**src/rtl/alu_issue_ctrl_pkg.sv**
```systemverilog
`default_nettype none
// Shared instruction-set opcodes, idle ALU opcode and issue-controller state encoding.
package alu_issue_ctrl_pkg;

   localparam int NUM_REGS_DEF = 8;
   localparam int DATA_W_DEF   = 16;

   localparam logic [4:0] OP_ADD  = 5'h00;
   localparam logic [4:0] OP_ADC  = 5'h01;
   localparam logic [4:0] OP_SUB  = 5'h02;
   localparam logic [4:0] OP_INC  = 5'h03;
   localparam logic [4:0] OP_DEC  = 5'h04;
   localparam logic [4:0] OP_AND  = 5'h05;
   localparam logic [4:0] OP_OR   = 5'h06;
   localparam logic [4:0] OP_XOR  = 5'h07;
   localparam logic [4:0] OP_NOT  = 5'h08;
   // Outside the instruction set: the ALU keeps its result register unchanged.
   localparam logic [4:0] OP_HOLD = 5'h1F;

   typedef enum logic [1:0] {
      ST_IDLE   = 2'd0,
      ST_ISSUE  = 2'd1,
      ST_RESULT = 2'd2,
      ST_FLAGS  = 2'd3
   } state_t;

   function automatic logic op_is_legal(input logic [4:0] op);
      return op inside {OP_ADD, OP_ADC, OP_SUB, OP_INC, OP_DEC,
                        OP_AND, OP_OR, OP_XOR, OP_NOT};
   endfunction

   function automatic logic op_is_arith(input logic [4:0] op);
      return op inside {OP_ADD, OP_ADC, OP_SUB, OP_INC, OP_DEC};
   endfunction

endpackage
`default_nettype wire

```
**src/rtl/alu_regfile.sv**
```systemverilog
`default_nettype none
// Register file: async-reset array, one write port, three combinational read ports.
module alu_regfile #(
   parameter int NUM_REGS = 8,
   parameter int DATA_W   = 16,
   localparam int ADDR_W  = $clog2(NUM_REGS)
) (
   input  logic              clk,
   input  logic              rst,
   input  logic              we,
   input  logic [ADDR_W-1:0] waddr,
   input  logic [DATA_W-1:0] wdata,
   input  logic [ADDR_W-1:0] ra_addr,
   output logic [DATA_W-1:0] ra_data,
   input  logic [ADDR_W-1:0] rb_addr,
   output logic [DATA_W-1:0] rb_data,
   input  logic [ADDR_W-1:0] dbg_addr,
   output logic [DATA_W-1:0] dbg_data
);

   logic [DATA_W-1:0] mem [NUM_REGS];

   always_ff @(posedge clk or posedge rst) begin
      if (rst) begin
         for (int i = 0; i < NUM_REGS; i++) begin
            mem[i] <= '0;
         end
      end else if (we) begin
         mem[waddr] <= wdata;
      end
   end

   assign ra_data  = mem[ra_addr];
   assign rb_data  = mem[rb_addr];
   assign dbg_data = mem[dbg_addr];

endmodule
`default_nettype wire

```
**src/rtl/alu_issue_ctrl.sv**
```systemverilog
`default_nettype none
// ALU issue controller: accepts one instruction, drives the ALU, writes back and holds flags.
// Optional macro ALU_RETIRE_CNT_EN adds a 16-bit retired-instruction counter output.
module alu_issue_ctrl
   import alu_issue_ctrl_pkg::*;
#(
   parameter int         NUM_REGS = NUM_REGS_DEF,
   parameter int         DATA_W   = DATA_W_DEF,
   parameter logic [4:0] HOLD_OP  = OP_HOLD,
   localparam int        ADDR_W   = $clog2(NUM_REGS)
) (
   input  logic              clk,
   input  logic              rst,
   input  logic              instr_valid,
   output logic              instr_ready,
   input  logic [4:0]        instr_op,
   input  logic [ADDR_W-1:0] instr_rd,
   input  logic [ADDR_W-1:0] instr_ra,
   input  logic [ADDR_W-1:0] instr_rb,
   input  logic              ld_en,
   input  logic [ADDR_W-1:0] ld_addr,
   input  logic [DATA_W-1:0] ld_data,
   output logic              alu_enable,
   output logic [4:0]        alu_opcode,
   output logic [DATA_W-1:0] alu_a,
   output logic [DATA_W-1:0] alu_b,
   input  logic [DATA_W-1:0] alu_out,
   input  logic              alu_carry,
   input  logic              alu_zero,
   input  logic              alu_sign,
   output logic              flag_c,
   output logic              flag_z,
   output logic              flag_s,
   output logic              done,
   output logic              illegal_op,
   input  logic [ADDR_W-1:0] dbg_addr,
   output logic [DATA_W-1:0] dbg_data
`ifdef ALU_RETIRE_CNT_EN
   ,
   output logic [15:0]       retire_cnt
`endif
);

   state_t            state;
   state_t            state_nx;
   logic [4:0]        op_q;
   logic [ADDR_W-1:0] rd_q;
   logic [DATA_W-1:0] result_q;
   logic [DATA_W-1:0] ra_data;
   logic [DATA_W-1:0] rb_data;
   logic              accept;
   logic              legal;
   logic              rf_we;
   logic [ADDR_W-1:0] rf_waddr;
   logic [DATA_W-1:0] rf_wdata;

   assign instr_ready = (state == ST_IDLE) && !rst;
   assign accept      = instr_valid && instr_ready;
   assign legal       = op_is_legal(instr_op);
   assign alu_enable  = (state == ST_ISSUE);
   assign done        = (state == ST_FLAGS);

   // Writeback owns the single write port; a load only lands in an idle cycle with no accept.
   assign rf_we    = (state == ST_FLAGS) || (ld_en && (state == ST_IDLE) && !accept);
   assign rf_waddr = (state == ST_FLAGS) ? rd_q : ld_addr;
   assign rf_wdata = (state == ST_FLAGS) ? result_q : ld_data;

   alu_regfile #(
      .NUM_REGS (NUM_REGS),
      .DATA_W   (DATA_W)
   ) u_regfile (
      .clk      (clk),
      .rst      (rst),
      .we       (rf_we),
      .waddr    (rf_waddr),
      .wdata    (rf_wdata),
      .ra_addr  (instr_ra),
      .ra_data  (ra_data),
      .rb_addr  (instr_rb),
      .rb_data  (rb_data),
      .dbg_addr (dbg_addr),
      .dbg_data (dbg_data)
   );

   always_ff @(posedge clk or posedge rst) begin
      if (rst) state <= ST_IDLE;
      else     state <= state_nx;
   end

   always_comb begin
      state_nx = state;
      case (state)
         ST_IDLE:   if (accept && legal) state_nx = ST_ISSUE;
         ST_ISSUE:  state_nx = ST_RESULT;
         ST_RESULT: state_nx = ST_FLAGS;
         ST_FLAGS:  state_nx = ST_IDLE;
         default:   state_nx = ST_IDLE;
      endcase
   end

   // The ALU computes on every edge, so the opcode falls back to HOLD_OP after one ISSUE cycle.
   always_ff @(posedge clk or posedge rst) begin
      if (rst) begin
         op_q       <= '0;
         rd_q       <= '0;
         result_q   <= '0;
         alu_opcode <= HOLD_OP;
         alu_a      <= '0;
         alu_b      <= '0;
         flag_c     <= 1'b0;
         flag_z     <= 1'b0;
         flag_s     <= 1'b0;
         illegal_op <= 1'b0;
      end else begin
         alu_opcode <= HOLD_OP;
         illegal_op <= accept && !legal;
         case (state)
            ST_IDLE: begin
               if (accept && legal) begin
                  op_q       <= instr_op;
                  rd_q       <= instr_rd;
                  alu_opcode <= instr_op;
                  alu_a      <= ra_data;
                  alu_b      <= rb_data;
               end
            end
            ST_RESULT: begin
               result_q <= alu_out;
               if (op_is_arith(op_q)) flag_c <= alu_carry;
            end
            ST_FLAGS: begin
               flag_z <= alu_zero;
               flag_s <= alu_sign;
            end
            default: ;
         endcase
      end
   end

`ifdef ALU_RETIRE_CNT_EN
   always_ff @(posedge clk or posedge rst) begin
      if (rst)                   retire_cnt <= '0;
      else if (state == ST_FLAGS) retire_cnt <= retire_cnt + 16'd1;
   end
`endif

endmodule
`default_nettype wire

```
**config.mk**
```make
export PLATFORM = sky130hd
export DESIGN_NAME = alu_issue_ctrl
export DESIGN_NICKNAME = d
export VERILOG_FILES = /design/src/rtl/alu_issue_ctrl_pkg.sv /design/src/rtl/alu_regfile.sv /design/src/rtl/alu_issue_ctrl.sv
export SDC_FILE = /design/constraint.sdc
export NUM_CORES = 1
export LEC_CHECK = 0
export BUFFER_PORTS_ARGS = -buffer_cell sky130_fd_sc_hd__buf_2
export CORE_MARGIN = 2
export CORE_UTILIZATION = 35
export DETAILED_ROUTE_END_ITERATION = 10
export RECOVER_POWER = 50
export SETUP_SLACK_MARGIN = 0.02
export SYNTH_ARGS = -nofsm -noshare
export SYNTH_HDL_FRONTEND = slang
export SYNTH_HIERARCHICAL = 1
export SYNTH_SLANG_ARGS = --single-unit
```
**constraint.sdc**
```tcl
create_clock -name clk -period 4.69 [get_ports clk]
set_input_delay 0.2345 -clock clk [delete_from_list [all_inputs] [get_ports clk]]
set_output_delay 0.2345 -clock clk [all_outputs]
set_load 0.02 [all_outputs]
```
# Word level (Yosys, flattened, before mapping)
# Index checks and enable logic that the tools add are counted.
[op_classes] n_eq_ne=16 shift=0 n_mul=0 muxes=18 addsub=0 bitwise_logic=4 order_cmp=5 div_mod_pow=0 n_reduce_logical=18
[ops] operator="16-bit binary-select mux with 3-bit select" count=3
[ops] operator="128-bit bitwise mux" count=1
[ops] operator="16-bit 2-to-1 mux" count=8
[ops] operator="16-bit demux with 3-bit select" count=1
[ops] operator="5-bit by 3-bit == test with 1-bit output, second input constant" count=5
[ops] operator="5-bit by 2-bit == test with 1-bit output, second input constant" count=4
[ops] operator="4-bit greater-or-equal comparator, second input constant" count=4
[ops] operator="3-bit inverter with 4-bit output" count=4
[ops] operator="5-bit by 1-bit == test with 1-bit output, second input constant" count=2
[ops] operator="5-bit logical NOT" count=2
[ops] operator="5-bit 2-to-1 mux" count=2
[ops] operator="9-bit nonzero test" count=1
[ops] operator="2-bit one-hot mux with 4 select lines" count=1
[ops] operator="1-bit logical AND" count=7
[ops] operator="5-bit by 4-bit == test with 1-bit output, second input constant" count=1
[ops] operator="5-bit nonzero test" count=1
[ops] operator="2-bit == test, second input constant" count=2
[ops] operator="4-bit by 1-bit less-than comparator with 1-bit output, second input constant" count=1
[ops] operator="2-bit AND reduction" count=2
[ops] operator="1-bit logical NOT" count=3
[ops] operator="3-bit 2-to-1 mux" count=1
[ops] operator="2-bit by 1-bit == test with 1-bit output, second input constant" count=1
[ops] operator="2-bit logical NOT" count=1
[ops] operator="2-bit 2-to-1 mux" count=1
[ops] operator="other kinds (2)" count=2
[word_totals] memories=0 romBits=0 wordCells=80 latchBits=0 regBits=195 ram_bits=0

# Longest topological paths before layout
[logic_depth] ltp_word=8 mapped_depth=8

# Hierarchy
# Netlist, hierarchy kept.
[by_module_without_submodules] mod="alu_regfile" area_each_um2=8049.0 n_inst=1 cells_each=454
[by_module_without_submodules] mod="alu_issue_ctrl" area_each_um2=3019.1 n_inst=1 cells_each=181

# Worst setup path before layout
# OpenSTA, ideal clock, no wires.
[synth_timing] path_type="input port to flip-flop" from="input port rst" to="register u_regfile/mem[100] in the netlist's numbering" slack_ps=1584 cell_stages=8 arrival_time_ps=2981 required_time_ps=4565 setup_time_ps=125 path_cell_list="inv_1 -> nand2_1 -> a31o_2 -> buf_4 -> and4bb_2 -> buf_2 -> buf_4 -> mux2_2"
[synth_via] elab_chain_len=6
[synth_rtl] element="from (decl)" line="alu_issue_ctrl.sv:13" text="input logic rst,"
[synth_rtl] element="1-bit logical NOT (no line)"
[synth_rtl] element="1-bit logical AND" line="alu_issue_ctrl.sv:57" text="assign instr_ready = (state == ST_IDLE) && !rst;"
[synth_rtl] element="1-bit logical AND" line="alu_issue_ctrl.sv:58" text="assign accept = instr_valid && instr_ready;"
[synth_rtl] element="1-bit logical NOT" line="alu_issue_ctrl.sv:64" text="assign rf_we = (state == ST_FLAGS) || (ld_en && (state == ST_IDLE) && !accept);"
[synth_rtl] element="1-bit logical AND" line="alu_issue_ctrl.sv:64"
[synth_rtl] element="1-bit logical OR" line="alu_issue_ctrl.sv:64"
[synth_rtl] element="named net rf_we" line="alu_issue_ctrl.sv:53" text="logic rf_we;"
[synth_rtl] element="to (signal, indexed assignment)" line="alu_regfile.sv:29" text="mem[waddr] <= wdata;"
[synth_rtl] element="to (decl)" line="alu_regfile.sv:21" text="logic [DATA_W-1:0] mem [NUM_REGS];"
# The timed path passes the listed nets, and every way through them passes these cells.
# A chain may end at the register's enable or synchronous reset.

==> flow_metrics.py <==
metrics = {
    "detailed_routing": {
        "avgViaCountPerCell": 5.62,
        "drt_iter0_drc": 497,
        "vias": 6421,
        "drcViolationCount": 0,
        "first_pass_iters": 5,
        "antenna_left": 0,
        "wl_per_cell_um": 24.6,
        "finalWirelength_um": 28100,
    },
    "placement": {
        "dpl.hpwl_um": 17400,
        "portBuffers": 118,
        "dpl_cell_area_sq_um": 11800,
        "finalWeightedCongestion": 0.759,
    },
    "finish": {
        "diodes": 0,
        "nets": 791,
        "drive_gt1_share_pct": 60.1,
        "syn_to_final_growth_pct": 11.0,
        "utilization_pct": 39.2,
        "finish.instance_area_sq_um": 12300,
    },
    "clock_tree": {
        "cts_setup_buffers": 0,
        "cts_buffers": 17,
        "ctsHtreeMaxLevel": 4,
        "hold_buffers": 0,
        "clockBufferDepth": 2,
        "cts_tree": "done",
        "clk_latency_ns": 0.44,
        "root_buffer": "clkbuf_16",
        "cts.reportedPaths.clkPinSlew_ns": 0.07,
        "post_cts_resize_count": 0,
        "cts.sinks": 195,
    },
    "floorplanning": {
        "die-height_um": 182,
        "die_x_um": 182,
        "fp.coreArea_sq_um": 31300,
        "start_util_pct": 35.3,
        "ioPinCount": 119,
        "num_rows": 65,
        "die_area_sq_um": 33100,
    },
    "global_routing": {
        "grt_max_degree": 68,
        "gr-total-overflow": 0,
        "grt_pass1_vias": 6749,
        "grtUsageTotal_pct": 17.6,
        "grt_antenna_before_repair": 0,
        "grt_pass1_wl_um": 43400,
    },
    "power": {
        "switchingPower_uw": 2670,
        "peakVddDrop_v": 0.000279,
        "switching_share_pct": 34.6,
        "p_int_uw": 5030,
        "cellPowerDensity_nw_per_um2": 627,
        "power_frac_seq_pct": 40.3,
        "comb_power_share_pct": 41.1,
        "leakage_uw": 0.00539,
        "clock_power_share_pct": 18.6,
        "p_total_uw": 7700,
    },
    "timing": {
        "max_slew_margin_pct": -104,
        "tns_ns": 0,
        "fmax_ghz": 0.313,
        "setup_violations": 0,
        "skew_ns": 0.0151,
        "finalHoldViolations": 0,
        "slew_viol_final": 94,
        "min_period_ns": 3.20,
        "worstMarginPinSlew_ns": 3.04,
        "finalCritPeriodShare_pct": 68.1,
        "worst_hold_slack_ns": 0.0280,
        "rsz0062_at_grt": "no",
    },
    "critical_path": {
        "critPathLaunchType": "input port",
        "crit_chain": "clkbuf_1 -> clkinvlp_2 -> clkbuf_1",
        "crit_slowest_cell": "clkinvlp_2",
        "cp_top_family": "buffers and inverters",
        "crit_type": "in -> async",
        "critical_path.max_stage_delay_ns": 1.72,
        "cp.arrival_ns": 3.44,
        "critPathRequiredTime_ns": 4.94,
        "cp_common_cell": "clkbuf_1",
        "end_kind": "async pin",
        "path_buf_inv": 3,
        "cp_max_fo": 63,
    },
    "yosys": {
        "synthMuxAreaShare_pct": 48.5,
        "synth_compound_area_share_pct": 0.339,
        "synth_top_family_by_area": "multiplexers",
        "synth_area_per_cell_sq_um": 17.4,
        "syn_nets": 699,
        "synth_simple_gate_area_share_pct": 1.85,
        "synth.distinct_cells": 36,
        "ys.flop_type": "dfrtp_1",
        "synthAdderAreaFrac_pct": 0.565,
        "synth_warnings": 6,
        "synth.ff_latch_count": 195,
        "synth-edff-count": 0,
        "seq_area_frac_synth_pct": 44.1,
        "synth_area_sq_um": 11100,
        "synthCells": 635,
        "synth-xor-area-share_pct": 0,
        "synthArstFlopShare_pct": 100,
    },
    "hold_path": {
        "hold_class": "in -> reg",
    },
    "outcome": {
        "failed_checks": "max-capacitance violations, max-slew violations",
        "status": "complete, but fails checks",
    },
    "run": {
        "maxCapViolCount": 2,
    },
}
-- state kept, by name (all words and copies together), names as in the netlist --
name / count
u_regfile/mem: 128
alu_a: 16
alu_b: 16
result_q: 16
alu_opcode: 5
op_q: 5
rd_q: 3
state: 2
flag_c: 1
flag_s: 1
flag_z: 1
illegal_op: 1
-- synth_stat cells (all sizes together) (2+ instances only) --
| cell type | count | area share, % |
|---|---|---|
| mux2 | 254 | 27 |
| dfrtp | 190 | 43 |
| mux4 | 96 | 21 |
| buf | 47 | 3.9 |
| clkbuf | 7 | 0.60 |
| dfstp | 5 | 1.2 |
| ha | 5 | 0.57 |
| inv | 4 | 0.14 |
| nand4b | 3 | 0.41 |
| or3 | 3 | 0.17 |
| and4bb | 2 | 0.23 |
| nand2b | 2 | 0.18 |
| nor2 | 2 | 0.068 |
| nor4bb | 2 | 0.18 |
| o21ai | 2 | 0.090 |
-- path summary, 6_finish.rpt --
| kind | start | depth (start not counted) | slack, ns | endpoint |
|---|---|---|---|---|
| max reg2reg | state[1]$_DFFE_PP0P_ | 6 | 1.64 | u_regfile/mem[114]$_DFFE_PP0P_ |
| min reg2reg | result_q[11]$_DFFE_PP0P_ | 1 | 0.50 | result_q[11]$_DFFE_PP0P_ |
| min in group asynchronous | rst | 3 | 0.20 | alu_b[11]$_DFFE_PP0P_ |
| max in group clk | state[1]$_DFFE_PP0P_ | 6 | 1.64 | u_regfile/mem[114]$_DFFE_PP0P_ |
| max | rst | 3 | 1.49 | u_regfile/mem[4]$_DFFE_PP0P_ |
| min | alu_out[3] | 2 | 0.03 | result_q[3]$_DFFE_PP0P_ |
-- power groups by stage --
stage / clock network, uW / logic, uW / registers, uW
3_5_place_dp: 0 / 3210 / 3110
3_3_place_gp: 0 / 3170 / 3100
6_report: 1430 / 3170 / 3100
4_1_cts: 1470 / 3230 / 3090
5_1_grt: 1550 / 3390 / 3220
2_1_floorplan: 0 / 2420 / 2990
-- cells by family (layout without fill, tap and decap cells) --
kind of cell / Yosys count / in the layout
mux: 351 / 351
flops: 195 / 195
buf+inv: 58 / 163
simple gates: 21 / 21
fa+ha+maj: 5 / 5
compound gates: 5 / 5
-- cells in the final DEF (no fill, tap or decap), types with 3 or more instances in the layout --
cell type,count
ha_1,5
clkbuf_1,33
dfrtp_1,190
clkbuf_16,17
mux2_4,38
inv_6,6
mux4_2,45
clkinv_4,3
mux2_2,216
mux4_1,49
nand4b_2,3
buf_2,86
buf_4,7
or3_1,3
dfstp_2,5
-- through the flow --
stage | setup WS, ns | cells
2_1_floorplan | 1.04 | 635
3_3_place_gp | 1.67 | 1110
3_5_place_dp | 1.61 | 1110
4_1_cts | 1.59 | 1142
5_1_grt | 0.795 | 1142
6_report | 1.49 | 1142
-- final cells by class --
class | count | area, sq um
fill | 2875 | 19000
multi-input combinational | 382 | 5700
sequential | 195 | 4890
timing repair buffer | 127 | 612
tap | 402 | 503
clock buffer | 19 | 453
clock inverter | 13 | 111
inverter | 4 | 17.5
-- metal layers --
layer / global-route usage, % / vias up / share of wire [%]
met1: 25.8 / 3453 / 48
li1: - / 2723 / -
met5: 0 / - / 0
met3: 4.01 / 23 / 5.9
met2: 26.5 / 222 / 45
met4: 3.90 / 0 / 1.2
(Power assumes the default switching activity.)
